**src/rtl/cpu_pkg.sv**
```systemverilog
// Shared CPU-side definitions: requester owner tags and the MEM-stage memory opcodes.
package cpu_pkg;

    typedef enum logic [1:0] {
        OWN_F   = 2'd0,
        OWN_D   = 2'd1,
        OWN_DBG = 2'd2
    } owner_e;

    localparam logic [5:0] LW    = 6'h23;
    localparam logic [5:0] SW    = 6'h2b;
    localparam logic [5:0] LWCAB = 6'h3a;

    // Used by the core to decide when a MEM-stage instruction raises d_req / d_we.
    function automatic logic is_mem_read(input logic [5:0] op);
        return (op == LW) || (op == LWCAB);
    endfunction

    function automatic logic is_mem_write(input logic [5:0] op);
        return op == SW;
    endfunction

endpackage

```
**src/rtl/rd_tag_pipe.sv**
```systemverilog
// Tracks in-flight reads as {valid, owner} through LAT stages and decodes per-owner rvalid.
// Latency: rvalid LAT cycles after issue. No backpressure: one issue per cycle always accepted.
// Reads in flight when reset rises are dropped; outputs are held low while reset is high.
module rd_tag_pipe
    import cpu_pkg::*;
#(
    parameter int LAT = 1
) (
    input  logic       clock,
    input  logic       reset,
    input  logic       issue_vld,
    input  logic [1:0] issue_own,
    output logic       f_rvalid,
    output logic       d_rvalid,
    output logic       dbg_rvalid
);

    logic [LAT-1:0]      vld_q;
    logic [LAT-1:0][1:0] own_q;
    logic                out_vld;

    always_ff @(posedge clock) begin
        if (reset) begin
            vld_q <= '0;
            own_q <= '0;
        end else begin
            vld_q[0] <= issue_vld;
            own_q[0] <= issue_own;
            for (int i = 1; i < LAT; i++) begin
                vld_q[i] <= vld_q[i-1];
                own_q[i] <= own_q[i-1];
            end
        end
    end

    // Masking with reset covers LAT=1, where a read issued just before reset sits in the last stage.
    assign out_vld    = vld_q[LAT-1] && !reset;
    assign f_rvalid   = out_vld && (own_q[LAT-1] == OWN_F);
    assign d_rvalid   = out_vld && (own_q[LAT-1] == OWN_D);
    assign dbg_rvalid = out_vld && (own_q[LAT-1] == OWN_DBG);

endmodule

```
**src/rtl/umem_arbiter.sv**
```systemverilog
// Arbitrates one single-port word memory between debug, data and fetch requesters (dbg > d > f).
// Latency: grant and mem_* in the request cycle; read data and rvalid MEM_LAT cycles later.
// Backpressure: a denied requester sees gnt=0 / stall_* and holds its request; fetch is forced after MAX_WAIT denials.
module umem_arbiter
    import cpu_pkg::*;
#(
    parameter int ADDR_W   = 32,
    parameter int MEM_AW   = 10,
    parameter int MEM_LAT  = 1,
    parameter int MAX_WAIT = 3
) (
    input  logic              clock,
    input  logic              reset,
    input  logic              dbg_req,
    input  logic              dbg_we,
    input  logic [ADDR_W-1:0] dbg_addr,
    input  logic [31:0]       dbg_wdata,
    output logic              dbg_gnt,
    output logic              dbg_rvalid,
    input  logic              d_req,
    input  logic              d_we,
    input  logic [ADDR_W-1:0] d_addr,
    input  logic [31:0]       d_wdata,
    output logic              d_gnt,
    output logic              d_rvalid,
    input  logic              f_req,
    input  logic [ADDR_W-1:0] f_addr,
    output logic              f_gnt,
    output logic              f_rvalid,
    output logic [31:0]       rdata,
    output logic              stall_if,
    output logic              stall_mem,
    output logic              mem_en,
    output logic              mem_we,
    output logic [MEM_AW-1:0] mem_addr,
    output logic [31:0]       mem_wdata,
    input  logic [31:0]       mem_rdata
);

    localparam int              WC_W     = ($clog2(MAX_WAIT + 1) > 2) ? $clog2(MAX_WAIT + 1) : 2;
    localparam logic [WC_W-1:0] WAIT_SAT = WC_W'(MAX_WAIT);

    logic [WC_W-1:0]   wait_cnt;
    logic              f_force;
    logic [ADDR_W-1:0] sel_addr;
    logic [1:0]        issue_own;
    logic              issue_rd_vld;
    logic              unused_addr_bits;

    // A starved fetch overtakes data access but never debug.
    assign f_force   = f_req && (wait_cnt == WAIT_SAT);
    assign dbg_gnt   = !reset && dbg_req;
    assign d_gnt     = !reset && !dbg_req && d_req && !f_force;
    assign f_gnt     = !reset && !dbg_req && f_req && (!d_req || f_force);
    assign stall_if  = f_req && !f_gnt;
    assign stall_mem = d_req && !d_gnt;

    always_comb begin
        mem_en    = 1'b0;
        mem_we    = 1'b0;
        sel_addr  = '0;
        mem_wdata = '0;
        issue_own = OWN_F;
        if (dbg_gnt) begin
            mem_en    = 1'b1;
            mem_we    = dbg_we;
            sel_addr  = dbg_addr;
            mem_wdata = dbg_wdata;
            issue_own = OWN_DBG;
        end else if (d_gnt) begin
            mem_en    = 1'b1;
            mem_we    = d_we;
            sel_addr  = d_addr;
            mem_wdata = d_wdata;
            issue_own = OWN_D;
        end else if (f_gnt) begin
            mem_en    = 1'b1;
            sel_addr  = f_addr;
        end
    end

    // Byte offset and bits above the memory size are dropped without any error.
    assign mem_addr         = sel_addr[MEM_AW+1:2];
    assign unused_addr_bits = ^{sel_addr[ADDR_W-1:MEM_AW+2], sel_addr[1:0]};

    always_ff @(posedge clock) begin
        if (reset || !f_req || f_gnt) begin
            wait_cnt <= '0;
        end else if (wait_cnt != WAIT_SAT) begin
            wait_cnt <= wait_cnt + 1'b1;
        end
    end

    assign issue_rd_vld = mem_en && !mem_we;
    assign rdata        = mem_rdata;

    rd_tag_pipe #(
        .LAT(MEM_LAT)
    ) u_rd_tag_pipe (
        .clock      (clock),
        .reset      (reset),
        .issue_vld  (issue_rd_vld),
        .issue_own  (issue_own),
        .f_rvalid   (f_rvalid),
        .d_rvalid   (d_rvalid),
        .dbg_rvalid (dbg_rvalid)
    );

endmodule
```
**config.mk**
```make
export PLATFORM = sky130hd
export DESIGN_NAME = umem_arbiter
export DESIGN_NICKNAME = d
export VERILOG_FILES = /design/src/rtl/cpu_pkg.sv /design/src/rtl/rd_tag_pipe.sv /design/src/rtl/umem_arbiter.sv
export SDC_FILE = /design/constraint.sdc
export NUM_CORES = 1
export LEC_CHECK = 0
export CAP_MARGIN = 20
export CELL_PAD_IN_SITES_DETAIL_PLACEMENT = 1
export CELL_PAD_IN_SITES_GLOBAL_PLACEMENT = 2
export CORE_ASPECT_RATIO = 0.5
export CORE_MARGIN = 2
export CORE_UTILIZATION = 10
export CTS_CLUSTER_SIZE = 40
export DETAILED_ROUTE_END_ITERATION = 7
export PLACE_DENSITY_LB_ADDON = 0.05
export SKIP_LAST_GASP = 1
export SLEW_MARGIN = 20
export SYNTH_ARGS = -nofsm -noshare
export SYNTH_HDL_FRONTEND = slang
export SYNTH_SLANG_ARGS = --single-unit
```
**constraint.sdc**
```tcl
create_clock -name clock -period 4.85 [get_ports clock]
set_clock_uncertainty 0.2 [all_clocks]
set_input_delay 0.97 -clock clock [delete_from_list [all_inputs] [get_ports clock]]
set_output_delay 0.97 -clock clock [all_outputs]
set_load 0.1 [all_outputs]
```
==> results of run 1 <==
==> worst min-delay path by stage <==
stage / endpoint / slack (ns) / cells past startpoint
floorplan: wait_cnt[1] / 0.31 / 2
global placement: wait_cnt[1] / 0.32 / 2
detailed placement: wait_cnt[0] / 0.36 / 2
CTS: wait_cnt[1] / 0.37 / 2
global route: wait_cnt[1] / 0.38 / 2
finish: wait_cnt[1] / 0.35 / 2
==> layout by cell type (no fill, tap or decap) <==
cell type        instances
a2111oi_0                1
a2111oi_4                1
a21oi_1                  2
a221o_1                 10
a22o_1                  33
and2_1                  10
and2b_1                  1
and4bb_2                 2
buf_12                  45
buf_4                   10
clkbuf_1                 1
clkbuf_16                3
clkdlybuf4s50_1        100
dfxtp_1                  5
ha_1                     1
inv_1                    1
mux2i_1                  1
nand2b_4                 1
nor2_1                   1
nor2b_1                  2
nor2b_4                  1
nor3_1                   2
nor3_4                   1
nor4b_2                  1
o31ai_1                  1
or3_1                    1
xor2_1                   1
==> critical path, cell delays in order <==
cell             delay (ns)
clkdlybuf4s50_1        0.58
a2111oi_4              0.40
buf_4                  0.51
a221o_1                0.30
buf_12                 0.19
==> where the power goes <==
part           switching [mW]  total [mW]  internal (mW)
Sequential            0.00159      0.0453         0.0437
Combinational           0.255       0.442          0.187
Clock                  0.0267       0.136          0.109
Total                   0.283       0.623          0.340
==> state kept, by name (all words and copies together) (netlist names) <==
signal	cells
u_rd_tag_pipe.own_q	2
wait_cnt	2
u_rd_tag_pipe.vld_q	1
==> stage by stage <==
| step | power [mW] | utilization [%] |
|---|---|---|
| after CTS | 0.631 | 28.8 |
| after global routing | 0.647 | 28.8 |
| final | 0.623 | 28.8 |
| after floorplan | 0.410 | - |
| after detailed placement | 0.492 | 28.0 |
| after global placement | 0.489 | 28.0 |
==> cell type report <==
class / count / area (um2)
Tap cell: 140 / 175
Clock buffer: 4 / 78.8
Sequential cell: 5 / 100
Multi-Input combinational cell: 74 / 661
Inverter: 1 / 3.75
Fill cell: 1158 / 7410
Timing Repair Buffer: 155 / 1980
==> logic make-up after synthesis <==
kind of cell | count (synthesis) | share of synthesized area, %
DFF | 5 | 9.19
xor gates and xnor gates | 1 | 0.804
and+or+nand+nor | 23 | 16.5
buffers and inverters | 43 | 30.8
muxes | 1 | 0.919
adders and majority gates | 1 | 1.15
AOI/OAI and AO/OA | 48 | 40.6
==> metal layers <==
metal / part of all wire [%] / track usage, % / vias up / wire length, um
met2: 54 / 18.8 / 63 / 3280
met4: 2.1 / 3.33 / 0 / 127
met3: 8.2 / 1.76 / 28 / 500
met5: 0 / 0 / - / 0
met1: 36 / 10.4 / 672 / 2190
li1: - / - / 676 / -
==> metrics.yaml, run 1 <==
status: "complete, no violations"
wire_per_inst_um: 16.1
arrival_ns: 2.99
routed_wl_um: 6090
gr-usage-all-layers_pct: 9.65
syn_inst: 122
detail_route.vias_per_cell: 3.80
pwr_density_cell_nw_per_um2: 208
die_h_um: 77.8
grt_overflow_total: 0
dp_hpwl_um: 4870
cp_max_fo: 47
cts.sinks: 5
drive_gt1_share_pct: 27.2
period_share_pct: 85.8
gp_congestion: 0.716
timing.hold.ws_ns: 0.348
syn_area_um2: 1090
synth_top_area_share_pct: 26.5
start_util_pct: 10.5
placed_cells: 375
ys_seq_elements: 5
r2r_start: "wait_cnt[0]"
cts_resized: 0
critical_path_required_ns: 3.68
synth_top_area_cell: "a22o_1"
final_cell_area_um2: 3000
crit_type: "primary input to output port"
post_cts_buffers: 0
crit_end: "mem_addr[2]"
numCtsBuffers: 3
critPathLaunch: "f_req"
vias: 1439
core-area_um2: 10400
drc: 0
final_nets: 440
finalHoldViolCount: 0
synthTopCellsByArea: "a22o_1, buf_4, a221o_1, dfxtp_1, and2_1"
fmax_mhz: 240
insertion_delay_ns: 0.23
final_max_slew_viol_count: 0
postCtsHoldBufs: 0
grt_pass1_wl_um: 8800
syn_nets: 322
root_buffer: "clkbuf_16"
cts.clk_slew.worst_paths_ns: 0.03
min_period_ns: 4.16
place_area_um2: 2920
stdcell_count: 379
rsz0062_at_grt: "false"
grt_pass1_vias: 1494
die_area_um2: 11800
p_leak_nw: 1.17
drt-pass1-iter-count: 3
grt_max_degree: 48
worst_pin_slew_ns: 0.677
portBuffers: 152
worst_hold_path_type: "register to register"
avgSynthCellArea_um2: 8.93
syn_to_final_growth_pct: 175
ys_types: 25
ys_async_sr_fraction_pct: 0
pin_count: 283
synth_commonest_cells: "buf_4, a22o_1, a221o_1, and2_1"
htreeDepth: 1
r2r_setup_slack_ns: 2.93
r2r_end: "u_rd_tag_pipe.vld_q"
slew_headroom_pct: 54.7
hold_start: "wait_cnt[1]"
grt_antenna_before_repair: 0
synth.most_common_cell: "buf_4"
maxCapViolations: 0
peakVddDrop_mv: 0.0846
synth-edff-count: 0
die_x_um: 152
rr_worst_depth: 4
ant_nets: 0
num_antenna_cells: 0
cp-end-kind: "output port"
clockBufferDepth: 2
setup_viol: 0
cts_tree: "built"
start_kind: "primary input"
rows: 26
timing.final.ws_setup_ns: 0.690
synth_warnings: 0
dr.first_iter.drc_count: 39
setup-tns-final_ns: 0
synth_ff_type: "dfxtp_1"
pre_cts_slack_ns: 0.658
yosysSeqAreaShare_pct: 9.18
(Power assumes the default switching activity.)
==> inputs of run 2 (changes only) <==
--- a/config.mk
+++ b/config.mk
@@ -9,7 +9,6 @@
 export CELL_PAD_IN_SITES_DETAIL_PLACEMENT = 1
 export CELL_PAD_IN_SITES_GLOBAL_PLACEMENT = 2
 export CORE_ASPECT_RATIO = 0.5
-export CORE_MARGIN = 2
 export CORE_UTILIZATION = 10
 export CTS_CLUSTER_SIZE = 40
 export DETAILED_ROUTE_END_ITERATION = 7
==> constraint.sdc (replaced) <==
create_clock -name clock -period 4.85 [get_ports clock]
set_clock_uncertainty 0.2 [all_clocks]
set_input_delay 0.485 -clock clock [delete_from_list [all_inputs] [get_ports clock]]
set_output_delay 0.485 -clock clock [all_outputs]
set_load 0.1 [all_outputs]
==> metrics.yaml, run 2 (synthesized netlist as in run 1, its figures left out) <==
syn_to_final_growth_pct: 124  # was 175%
detail_route.vias_per_cell: 3.73  # was 3.80
postLayoutCoreUtil_pct: 23.4  # was 28.8%
start_kind: "primary input"  # unchanged
post_cts_buffers: 0  # unchanged
placed_cells: 375  # unchanged
wire_per_inst_um: 14.8  # was 16.1 um
grt_pass1_vias: 1426  # was 1494
period_share_pct: 71.5  # was 85.8%
numCtsBuffers: 3  # unchanged
drive_gt1_share_pct: 24.7  # was 27.2%
gp_congestion: 0.677  # was 0.716
timing.hold.ws_ns: 0.348  # about the same
cts_resized: 0  # unchanged
critical_path_required_ns: 4.16  # was 3.68 ns
grt_overflow_total: 0  # unchanged
start_util_pct: 10.5  # unchanged
ant_nets: 0  # unchanged
min_period_ns: 3.47  # was 4.16 ns
r2r_setup_slack_ns: 2.87  # was 2.93 ns
worst_pin_slew_ns: 0.993  # was 0.677 ns
cp_max_fo: 9  # was 47
portBuffers: 152  # unchanged
peakVddDrop_mv: 0.0850  # was 0.0846 mV
final_common_cell: "clkdlybuf4s50_1"  # unchanged
cts_tree: "built"  # unchanged
fillerInstances: 1213  # was 1158
drt-pass1-iter-count: 4  # was 3
htreeDepth: 1  # unchanged
crit_type: "primary input to output port"  # unchanged
vias: 1413  # was 1439
final_cell_mix: "clkdlybuf4s50_1, buf_4, a22o_1"  # was clkdlybuf4s50_1, buf_12, a22o_1
final_max_slew_viol_count: 0  # unchanged
fmax_mhz: 288  # was 240 MHz
clockBufferDepth: 2  # unchanged
grt_antenna_before_repair: 0  # unchanged
maxCapViolations: 0  # unchanged
cp-end-kind: "output port"  # unchanged
rsz0062_at_grt: "false"  # unchanged
cts.clk_slew.worst_paths_ns: 0.03  # about the same
final_nets: 440  # unchanged
pin_count: 283  # unchanged
setup_viol: 0  # unchanged
reg.largest.list: "u_rd_tag_pipe.own_q (2), wait_cnt (2), u_rd_tag_pipe.vld_q (1)"  # unchanged
rows: 26  # unchanged
gr-usage-all-layers_pct: 8.68  # was 9.65%
setup-tns-final_ns: 0  # unchanged
cts.sinks: 5  # unchanged
worst_hold_path_type: "register to register"  # unchanged
arrival_ns: 2.78  # was 2.99 ns
num_antenna_cells: 0  # unchanged
stdcell_count: 379  # unchanged
grt_max_degree: 47  # was 48
p_leak_nw: 1.01  # was 1.17 nW
die_x_um: 150  # was 152 um
status: "complete, no violations"  # unchanged
slew_headroom_pct: 33.6  # was 54.7%
grt_pass1_wl_um: 7510  # was 8800 um
pwr_density_cell_nw_per_um2: 225  # was 208 nW/um2
dr.first_iter.drc_count: 30  # was 39
drc: 0  # unchanged
die_h_um: 75.8  # was 77.8 um
final_cell_area_um2: 2440  # was 3000 um2
dp_hpwl_um: 4460  # was 4870 um
place_area_um2: 2360  # was 2920 um2
root_buffer: "clkbuf_16"  # unchanged
routed_wl_um: 5630  # was 6090 um
finalHoldViolCount: 0  # unchanged
insertion_delay_ns: 0.23  # about the same
core-area_um2: 10400  # unchanged
die_area_um2: 11300  # was 11800 um2
postCtsHoldBufs: 0  # unchanged
==> run 2: cell types whose count changed in the layout (fill, tap and decap cells not counted) <==
| cell | change |
|---|---|
| nor4b_1 | +1 |
| buf_12 | -45 |
| clkdlybuf4s50_1 | +5 |
| buf_4 | +40 |
| nor4b_2 | -1 |
==> run 2: power breakdown <==
part	internal (mW)	leakage (nW)	switching [mW]	total [mW]
clock network	0.109	0.0382	0.0266	0.136
logic	0.127	0.929	0.240	0.368
registers	0.0437	0.0413	0.00144	0.0452
total	0.280	1.01	0.268	0.548
==> run 2: per-layer routing <==
metal	vias to the layer above	wire length, um	global-route usage, %
li1	676	-	-
met1	652	1880	8.47
met2	67	3210	18.6
met3	18	425	0.958
met4	0	110	4.42
met5	-	0	0
==> run 2: through the flow <==
step | power (mW) | setup WS (ns)
2_1_floorplan | 0.410 | 0.555
3_3_place_gp | 0.415 | 1.33
3_5_place_dp | 0.417 | 1.34
6_report | 0.548 | 1.38
4_1_cts | 0.555 | 1.33
5_1_grt | 0.568 | 1.24
==> run 2: worst paths after layout <==
path / to / depth (start not counted) / startpoint
setup / recovery: stall_if / 5 / reset
hold / removal: wait_cnt[1] / 2 / wait_cnt[1]
setup reg to reg: u_rd_tag_pipe.vld_q / 4 / wait_cnt[0]
hold reg to reg: wait_cnt[1] / 2 / wait_cnt[1]
==> run 2: layout make-up <==
type	instances	area, um2	share of cell area (%)
clock buffer	4	78.8	3.23
inverter	1	3.75	0.154
multi-input combinational	74	654	26.8
sequential	5	100	4.10
tap	140	175	7.18
timing repair buffer	155	1430	58.5
==> run 2: critical path, stage by stage <==
cell,delay (ns)
clkdlybuf4s50_1,0.74
nand2b_4,0.24
nor3_4,0.05
nor2b_1,0.12
clkdlybuf4s50_1,1.15
